File: config.mk
export PLATFORM = sky130hd
export DESIGN_NAME = display_scheduler
export DESIGN_NICKNAME = d
export VERILOG_FILES = /design/src/rtl/display_pkg.sv /design/src/rtl/dimmer_pwm.sv /design/src/rtl/display_scheduler.sv
export SDC_FILE = /design/constraint.sdc
export NUM_CORES = 1
export LEC_CHECK = 0
export CAP_MARGIN = 20
export CORE_ASPECT_RATIO = 0.8
export CORE_MARGIN = 2
export CORE_UTILIZATION = 45
export DETAILED_ROUTE_END_ITERATION = 8
export PLACE_DENSITY = 0.66
export REMOVE_ABC_BUFFERS = 1
export SLEW_MARGIN = 15
export SYNTH_ARGS = -nofsm -noshare
export SYNTH_HDL_FRONTEND = slang
export SYNTH_SLANG_ARGS = --single-unit
File: constraint.sdc
create_clock -name clk -period 2.63 [get_ports clk]
set_clock_uncertainty 0.05 [all_clocks]
set_input_delay 0.526 -clock clk [delete_from_list [all_inputs] [get_ports clk]]
set_output_delay 0.526 -clock clk [all_outputs]
set_load 0.005 [all_outputs]
File: src/rtl/display_pkg.sv
// display_pkg: shared constants and types for the seven-segment refresh logic.
//   NUM_DIGITS - digits on the multiplexed display
//   BRIGHT_MAX - highest brightness code (continuous on)
//   PWM_PERIOD - length of one brightness PWM cycle in clocks
//   AN_OFF     - anode bus value with every digit dark (anodes are active-low)
//   phase_t    - per-slot phase: BLANK gap, then DRIVE
package display_pkg;

    localparam int NUM_DIGITS = 8;
    localparam int BRIGHT_MAX = 15;
    localparam int PWM_PERIOD = 15;

    localparam logic [7:0] AN_OFF = 8'hFF;

    typedef enum logic {
        BLANK = 1'b0,
        DRIVE = 1'b1
    } phase_t;

endpackage

File: src/rtl/dimmer_pwm.sv
// dimmer_pwm: mod-PWM_PERIOD brightness counter with synchronous clear.
//   clk, reset - system clock, asynchronous active-high reset
//   clear      - force the count to 0 at the next edge (held while blanking)
//   advance    - step the count by one, wrapping PWM_PERIOD-1 -> 0
//   bright     - brightness code 0..15
//   on         - cnt < bright, evaluated for the count the next cycle holds
module dimmer_pwm
    import display_pkg::*;
(
    input  logic       clk,
    input  logic       reset,
    input  logic       clear,
    input  logic       advance,
    input  logic [3:0] bright,
    output logic       on
);

    logic [3:0] cnt;
    logic [3:0] cnt_nxt;

    // NOTE: every signal written in always_comb gets a default first, so no
    // path leaves it unassigned and no latch is inferred.
    always_comb begin
        cnt_nxt = cnt;
        if (clear) begin
            cnt_nxt = '0;
        end else if (advance) begin
            cnt_nxt = (cnt == 4'(PWM_PERIOD - 1)) ? '0 : cnt + 4'd1;
        end
    end

    always_ff @(posedge clk or posedge reset) begin
        if (reset) begin
            cnt <= '0;
        end else begin
            cnt <= cnt_nxt;
        end
    end

    // Compared against the upcoming count so the caller can register the
    // anode in the same edge that moves the counter; both then line up.
    // Since cnt never exceeds 14, bright = 15 is continuously on.
    assign on = (cnt_nxt < bright);

endmodule

File: src/rtl/display_scheduler.sv
// display_scheduler: refresh scheduler for an 8-digit multiplexed 7-segment
// display. Each slot is a BLANK gap (all anodes off), then a DRIVE window in
// which the slot's anode is pulse-width modulated by brightness and gated by
// the digit enable mask. New configuration is accepted into a one-entry
// pending buffer and promoted only where slot 7 wraps to slot 0.
//   clk, reset    - system clock, asynchronous active-high reset
//   cfg_valid     - configuration offered
//   cfg_ready     - pending buffer empty, configuration can be taken
//   cfg_digit_en  - digit enable mask, bit i enables digit i
//   cfg_bright    - brightness 0 (off) .. 15 (full on)
//   seg_sel       - current digit index for the segment-data mux
//   An            - active-low anode enables, at most one bit low
//   frame_start   - one-cycle pulse in the first cycle of slot 0
module display_scheduler
    import display_pkg::*;
#(
    parameter int TICKS_PER_SLOT = 100000,
    parameter int BLANK_TICKS    = 1000
) (
    input  logic       clk,
    input  logic       reset,
    input  logic       cfg_valid,
    output logic       cfg_ready,
    input  logic [7:0] cfg_digit_en,
    input  logic [3:0] cfg_bright,
    output logic [2:0] seg_sel,
    output logic [7:0] An,
    output logic       frame_start
);

    localparam int TW = $clog2(TICKS_PER_SLOT);
    localparam logic [TW-1:0] TICK_LAST  = TW'(TICKS_PER_SLOT - 1);
    localparam logic [TW-1:0] BLANK_LAST = TW'(BLANK_TICKS - 1);
    localparam logic [2:0]    SLOT_LAST  = 3'(NUM_DIGITS - 1);

    logic [TW-1:0] tick;
    logic [2:0]    slot;
    phase_t        phase;
    logic [7:0]    act_en;
    logic [3:0]    act_br;
    logic [7:0]    pend_en;
    logic [3:0]    pend_br;
    logic          pend_full;

    logic [TW-1:0] tick_nxt;
    logic [2:0]    slot_nxt;
    phase_t        phase_nxt;
    logic          boundary;
    logic          take_cfg;
    logic          pend_full_nxt;
    logic          dim_on;
    logic [7:0]    an_nxt;

    // The counter is held cleared through BLANK, so it is 0 in the first
    // DRIVE cycle and steps once per DRIVE cycle after that.
    dimmer_pwm u_dimmer (
        .clk     (clk),
        .reset   (reset),
        .clear   (phase == BLANK),
        .advance (phase == DRIVE),
        .bright  (act_br),
        .on      (dim_on)
    );

    always_comb begin
        tick_nxt  = (tick == TICK_LAST) ? '0 : tick + TW'(1);
        slot_nxt  = slot;
        phase_nxt = phase;
        case (phase)
            BLANK:   if (tick == BLANK_LAST) phase_nxt = DRIVE;
            DRIVE:   if (tick == TICK_LAST) begin
                         phase_nxt = BLANK;
                         slot_nxt  = slot + 3'd1;
                     end
            default: phase_nxt = BLANK;
        endcase

        boundary = (phase == DRIVE) && (tick == TICK_LAST) && (slot == SLOT_LAST);
        take_cfg = cfg_valid && cfg_ready;

        // A boundary always empties the buffer (promoting it if full); a
        // transfer in the same cycle can only happen when it was already
        // empty, so it refills it and waits for the following boundary.
        pend_full_nxt = pend_full;
        if (boundary) pend_full_nxt = 1'b0;
        if (take_cfg) pend_full_nxt = 1'b1;

        // Anode for the cycle after this edge, so An is a plain register.
        an_nxt = AN_OFF;
        if (phase_nxt == DRIVE && act_en[slot_nxt] && dim_on) begin
            an_nxt[slot_nxt] = 1'b0;
        end
    end

    // NOTE: sequential state uses non-blocking assignments so every register
    // samples the pre-edge values, independent of statement order.
    always_ff @(posedge clk or posedge reset) begin
        if (reset) begin
            tick        <= '0;
            slot        <= '0;
            phase       <= BLANK;
            act_en      <= 8'hFF;
            act_br      <= 4'(BRIGHT_MAX);
            pend_en     <= '0;
            pend_br     <= '0;
            pend_full   <= 1'b0;
            cfg_ready   <= 1'b1;
            An          <= AN_OFF;
            frame_start <= 1'b0;
        end else begin
            tick        <= tick_nxt;
            slot        <= slot_nxt;
            phase       <= phase_nxt;
            An          <= an_nxt;
            frame_start <= boundary;
            if (boundary && pend_full) begin
                act_en <= pend_en;
                act_br <= pend_br;
            end
            if (take_cfg) begin
                pend_en <= cfg_digit_en;
                pend_br <= cfg_bright;
            end
            pend_full <= pend_full_nxt;
            cfg_ready <= !pend_full_nxt;
        end
    end

    // slot is itself a register, so seg_sel is registered and stays stable
    // across BLANK while the segment data settles.
    assign seg_sel = slot;

endmodule

**After elaboration in Yosys (flattened, before gate mapping)**

Index checks and enable logic that the tools add are counted.

- Bitwise logic cells: 2
- Equality and inequality tests: 4
- Reduce and logical (&&, ||, !) cells: 8
- Order comparisons: 3
- $add $sub $neg: 3
- Muxes and demuxes: 15

Operator list:

| operator | number |
|---|---|
| $add A17 B1 Y17 const B | 1 |
| $eq A17 B10 Y1 const B | 1 |
| $eq A17 B17 Y1 const B | 1 |
| $mux W17 | 1 |
| $mux W4 | 2 |
| $mux W8 | 1 |
| $not A8 Y8 | 1 |
| $logic_and A1 B1 Y1 | 7 |
| $mux W1 | 6 |
| $mux W3 | 2 |
| $add A4 B1 Y4 const B | 1 |
| $eq A4 B4 Y1 const B | 1 |
| $lt A3 B4 Y1 const B | 1 |
| $lt A4 B4 Y1 | 1 |
| $add A3 B1 Y3 const B | 1 |
| $bmux W1 S3 | 1 |
| $demux W1 S3 | 1 |
| $eq A3 B3 Y1 const B | 1 |
| $ge A3 B1 Y1 const B | 1 |
| $pmux W1 S2 | 1 |
| $logic_not A1 Y1 | 1 |
| $not A1 Y1 | 1 |

- Input bits: 15
- Output and inout port bits: 13
- Flip-flop bits (word level): 60

**Depth between registers and ports, before layout**

- Depth after elaboration: 9
- Mapped depth: 11

**Hierarchy**

Synthesis repeated with hierarchy kept, for this count alone.

- Cell total of the unflattened synthesis: 219
- Area, all modules: 2,721.4 um^2

By module, submodules not included:

| module | area each (um^2) | cells each | seq. area each (um^2) | instances |
|---|---|---|---|---|
| display_scheduler | 2,438.6 | 186 | 1,427.6 | 1 |
| dimmer_pwm | 282.8 | 33 | 100.1 | 1 |

**Worst setup path before layout**

OpenSTA, ideal clock, no wires.

- Path type: flip-flop to flip-flop
- Start: register u_dimmer.cnt[0]
- End: register An[2]
- Clock period less this slack: 2.268 ns
- Arrival time: 2.117 ns
- Stages on the path, launching flop included: 12
- Setup slack: 0.362 ns
- Setup time: 0.101 ns
- Cell sequence: dfrtp_1 > inv_1 > ha_1 > a211oi_1 > a21oi_1 > nor2b_1 > ha_1 > a21o_1 > a32oi_1 > o21ai_0 > a211oi_2 > o21ai_0

- Cells in the longest elaborated chain, start to end: 6
- Elaborated cells between the ends (all ways): 7
- Those cells by class: add/sub (1); order compare (1); eq/ne (1); mux (3); reduce/logical (1)

RTL lines:

| element | RTL line | source |
|---|---|---|
| from (decl) | dimmer_pwm.sv:18 | `logic [3:0] cnt;` |
| from (signal assigned) | dimmer_pwm.sv:36 | `cnt <= cnt_nxt;` |
| $add A4 B1 Y4 or $eq A4 B4 Y1 (tied branches) | dimmer_pwm.sv:28 | `cnt_nxt = (cnt == 4'(PWM_PERIOD - 1)) ? '0 : cnt + 4'd1;` |
| $mux W4 (*) | dimmer_pwm.sv:28 |  |
| $mux W4 (*) | dimmer_pwm.sv:25 | `if (clear) begin` |
| via u_dimmer.cnt_nxt[2] | dimmer_pwm.sv:19 | `logic [3:0] cnt_nxt;` |
| $lt A4 B4 Y1 (*) | dimmer_pwm.sv:43 | `assign on = (cnt_nxt < bright);` |
| $logic_and A1 B1 Y1 (*) | display_scheduler.sv:90 | `if (phase_nxt == DRIVE && act_en[slot_nxt] && dim_on) begin` |
| $mux W8 (*) | display_scheduler.sv:90 |  |
| via an_nxt[2] | display_scheduler.sv:52 | `logic [7:0] an_nxt;` |
| to (signal assigned) | display_scheduler.sv:114 | `An <= an_nxt;` |
| to (decl) | display_scheduler.sv:27 | `output logic [7:0] An,` |

The timed path passes the listed nets; every way through them passes the cells marked *.
A chain may end at the register's enable or synchronous reset.

**Final worst setup path**

- Start: register u_dimmer.cnt[0]
- End: register An[6]

Same word-level chain as after synthesis.

==> impl_results.md <==
- Critical path fanouts, max: 8
- Seq cells post-synth: 60
- Initial drt markers: 115
- Core area: 5940 sq um
- Cell internal pwr: 1.43 mW
- Die width: 91.9 um
- Max Clock Freq: 423 MHz
- Placed Area: 3150 sq um
- Vias: 1,842
- Critical path endpoint category: flop
- Critical path's top delay family: compound AO/OA/AOI/OAI gates
- Pwr/cell area: 533 nW/um^2
- Setup crit start kind: flop
- Most frequent cell on the critical path: ha_1
- TritonCTS clock tree: yes
- Routed Antenna Nets: 0
- H-tree lvl count: 3
- Die Span Y: 74.3 um
- First-pass GRT wire length: 8460 um
- P&R area growth vs syn: 20.8%
- Io pins: 28
- Worst-path clk slew: 0.06 ns
- Drt wl/cell: 14.2 um
- CP max stage delay: 0.39 ns
- Setup TNS: 0 ns
- Synth unique cells: 44
- Syn_area_per_cell: 11.8 sq um
- Fillers: 512
- Vias per Instance: 5.17
- Leakage: 1.47 nW
- Setup violators final: 0
- RR Endpoint: An[6]$_DFF_PP1_
- Fin crit period: 2.37 ns
- Final Max Tran Viols: 0
- Post-synth ARST share: 100%
- Syn Inst Count: 235
- Drt total wl: 5050 um
- Endpoints failing hold: 0
- Drt pass-1 iters: 4
- Maximum Capacitance Violations: 0
- R2R cell count: 12
- Clk_lat worst skew: 0.33 ns
- Ys Warns: 0
- Post-DP HPWL: 3490 um
- Hold path endpoint: An[1]$_DFF_PP1_
- Slowest CP cell: dfrtp_1
- R2R Setup Slk: 0.26 ns
- Hold crit path type: reg2reg
- Comb pwr share: 2.3%
- Buf/Inv on CP: 2
- Nets: 293
- Hold path start: act_en[1]$_DFFE_PP1P_
- EDFF count, synth: 0
- Vias in the first global route: 1,728
- WP data required: 2.82 ns
- Die ar.: 6830 sq um
- Outcome: finished, final reports clean
- Overflow after GRT: 0
- Initial antenna violation count: 0
- Sw Ratio: 20.3%
- Predominant post-synthesis flop cell: dfrtp_1
- PortBufs: 27
- DRC: 0
- Non-Filler Cell Area, Final: 3360 sq um
- Pin count of the biggest net entering global routing: 40
- Register share of total power: 51.6%
- Multi-input combinational cell area: 1170 sq um
- CTS Buf Count: 9
- Unrepaired setup endpoints after global routing: no
- Initial core utilization: 46.8%
- Peak supply drop: 306 uV
- Slew headroom: 58.5%
- WS Path Type: reg2reg
- Worst hold path depth: 1
- RR Startpoint: u_dimmer.cnt[0]$_DFF_PP0_
- Post-synthesis sequential area ratio: 54.9%
- CTS root buf: clkbuf_8
- GRT Util Overall: 16.5%
- Slew @ Worst Pin: 0.623 ns
- Total power: 1.79 mW
- Clk buf depth: 2
- Ratio of cells with drive above 1 in the final layout: 27.6%
- Cell Chain, Critical Path: inv_1, ha_1, a211oi_1, a21oi_1, nor2b_1, ha_1, a21o_1, a32oi_1, o21ai_1, a211oi_2, buf_4, o21ai_0
- Inserted Diodes: 0
- Row count: 25
- Clock Sinks: 60
- Clock group share of total power: 46.1%
- Syn Std Cell Area: 2780 sq um
- Routability cong.: 0.822
- Crit path arrival time: 2.56 ns
- Period utilization: 90.0%
- Sw power: 364 uW
- Flip-flop and latch area: 1530 sq um
==> layout make-up <==
type	instances	area share, %
inverters	10	1.12
clock inverters	5	1.49
well taps	81	3.01
repair buffers	32	9.53
clock buffers	11	4.50
flip-flops and latches	60	45.4
multi-input cells	157	34.9
==> placed cells by master, fill, tap and decap left out, drive strengths merged, types with 8 or more instances in the layout <==
cell           netlist  routed
clkbuf               4      11
nand3               18      18
clkdlybuf4s50        0      27
inv                 10      10
xnor2                9       9
mux2                25      25
nand2               16      16
dfrtp               39      39
dfstp               21      21
ha                   8       8
nor2                16      16
o21ai               13      13
==> Yosys cell counts (2+ instances only) <==
library cell	instances	share of area, %
nand2_1	16	2.2
mux2_4	10	5.4
xor2_1	6	1.9
clkbuf_1	4	0.54
ha_1	8	3.6
nor2b_1	3	0.67
mux2i_1	2	0.72
dfrtp_1	39	35
a21oi_1	2	0.36
nand4_1	4	0.90
nor4_1	3	0.67
buf_2	2	0.36
a31oi_1	2	0.45
o21ai_0	13	2.3
and2_1	2	0.45
nand2b_1	2	0.45
or2_2	2	0.45
xnor2_1	9	2.8
mux2_2	15	6.1
nand3_1	17	3.1
dfstp_2	21	20
and4_1	2	0.63
nor2_1	16	2.2
nor3_1	6	1.1
inv_1	10	1.3
==> power groups by stage <==
stage | logic, mW | registers, mW | clock network (mW)
detailed placement | 0.0433 | 0.940 | 0
global placement | 0.0430 | 0.940 | 0
finish | 0.0413 | 0.925 | 0.826
CTS | 0.0434 | 0.924 | 0.856
floorplan | 0.0134 | 0.940 | 0
global route | 0.0465 | 0.924 | 0.901
==> flip-flops by register name, summed over array words and instances (netlist names), 3 cells and up <==
| name | flops |
|---|---|
| pend_en | 8 |
| act_en | 8 |
| An | 8 |
| tick | 17 |
| act_br | 4 |
| pend_br | 4 |
| seg_sel | 3 |
| u_dimmer.cnt | 4 |
==> repair_timing <==
item,in CTS,in global routing
resized for setup,0,1
endpoints found under the setup margin,0,8
setup buffers,0,1
hold buffers,0,0
==> how the worst max path moves through the flow <==
stage,startpoint,endpoint,slack [ns],depth (start not counted)
2_1_floorplan,u_dimmer.cnt[0]$_DFF_PP0_,An[2]$_DFF_PP1_,0.36,11
3_3_place_gp,u_dimmer.cnt[0]$_DFF_PP0_,An[6]$_DFF_PP1_,0.31,12
3_5_place_dp,u_dimmer.cnt[0]$_DFF_PP0_,An[6]$_DFF_PP1_,0.23,12
4_1_cts,u_dimmer.cnt[0]$_DFF_PP0_,An[6]$_DFF_PP1_,0.21,12
5_1_grt,u_dimmer.cnt[0]$_DFF_PP0_,An[6]$_DFF_PP1_,0.01,12
6_report,u_dimmer.cnt[0]$_DFF_PP0_,An[6]$_DFF_PP1_,0.26,12
==> layer usage <==
metal / track usage, % / vias up / part of all wire, %
met2: 23.2 / 43 / 43
li1: - / 900 / -
met5: 0 / - / 0
met4: 5.97 / 0 / 1.2
met3: 6.38 / 6 / 5.1
met1: 23.3 / 893 / 51
==> logic make-up after synthesis <==
kind of cell | Yosys count | share of synthesized area [%]
xor gates and xnor gates | 15 | 4.72
AOI/OAI and AO/OA | 25 | 5.62
muxes | 27 | 12.2
buffers and inverters | 18 | 2.92
adders and majority gates | 8 | 3.60
and+or+nand+nor | 82 | 16.1
DFF | 60 | 54.9
==> through the flow <==
stage	instances	worst slack, ns	util [%]	hold slack [ns]
after floorplan	227	0.362	-	0.379
after global placement	339	0.313	53.1	0.388
after detailed placement	339	0.230	53.1	0.400
after CTS	355	0.207	56.4	0.418
after global routing	356	0.0135	56.6	0.438
final	356	0.264	56.6	0.411
Note: power is estimated with default switching activity, not from simulation.
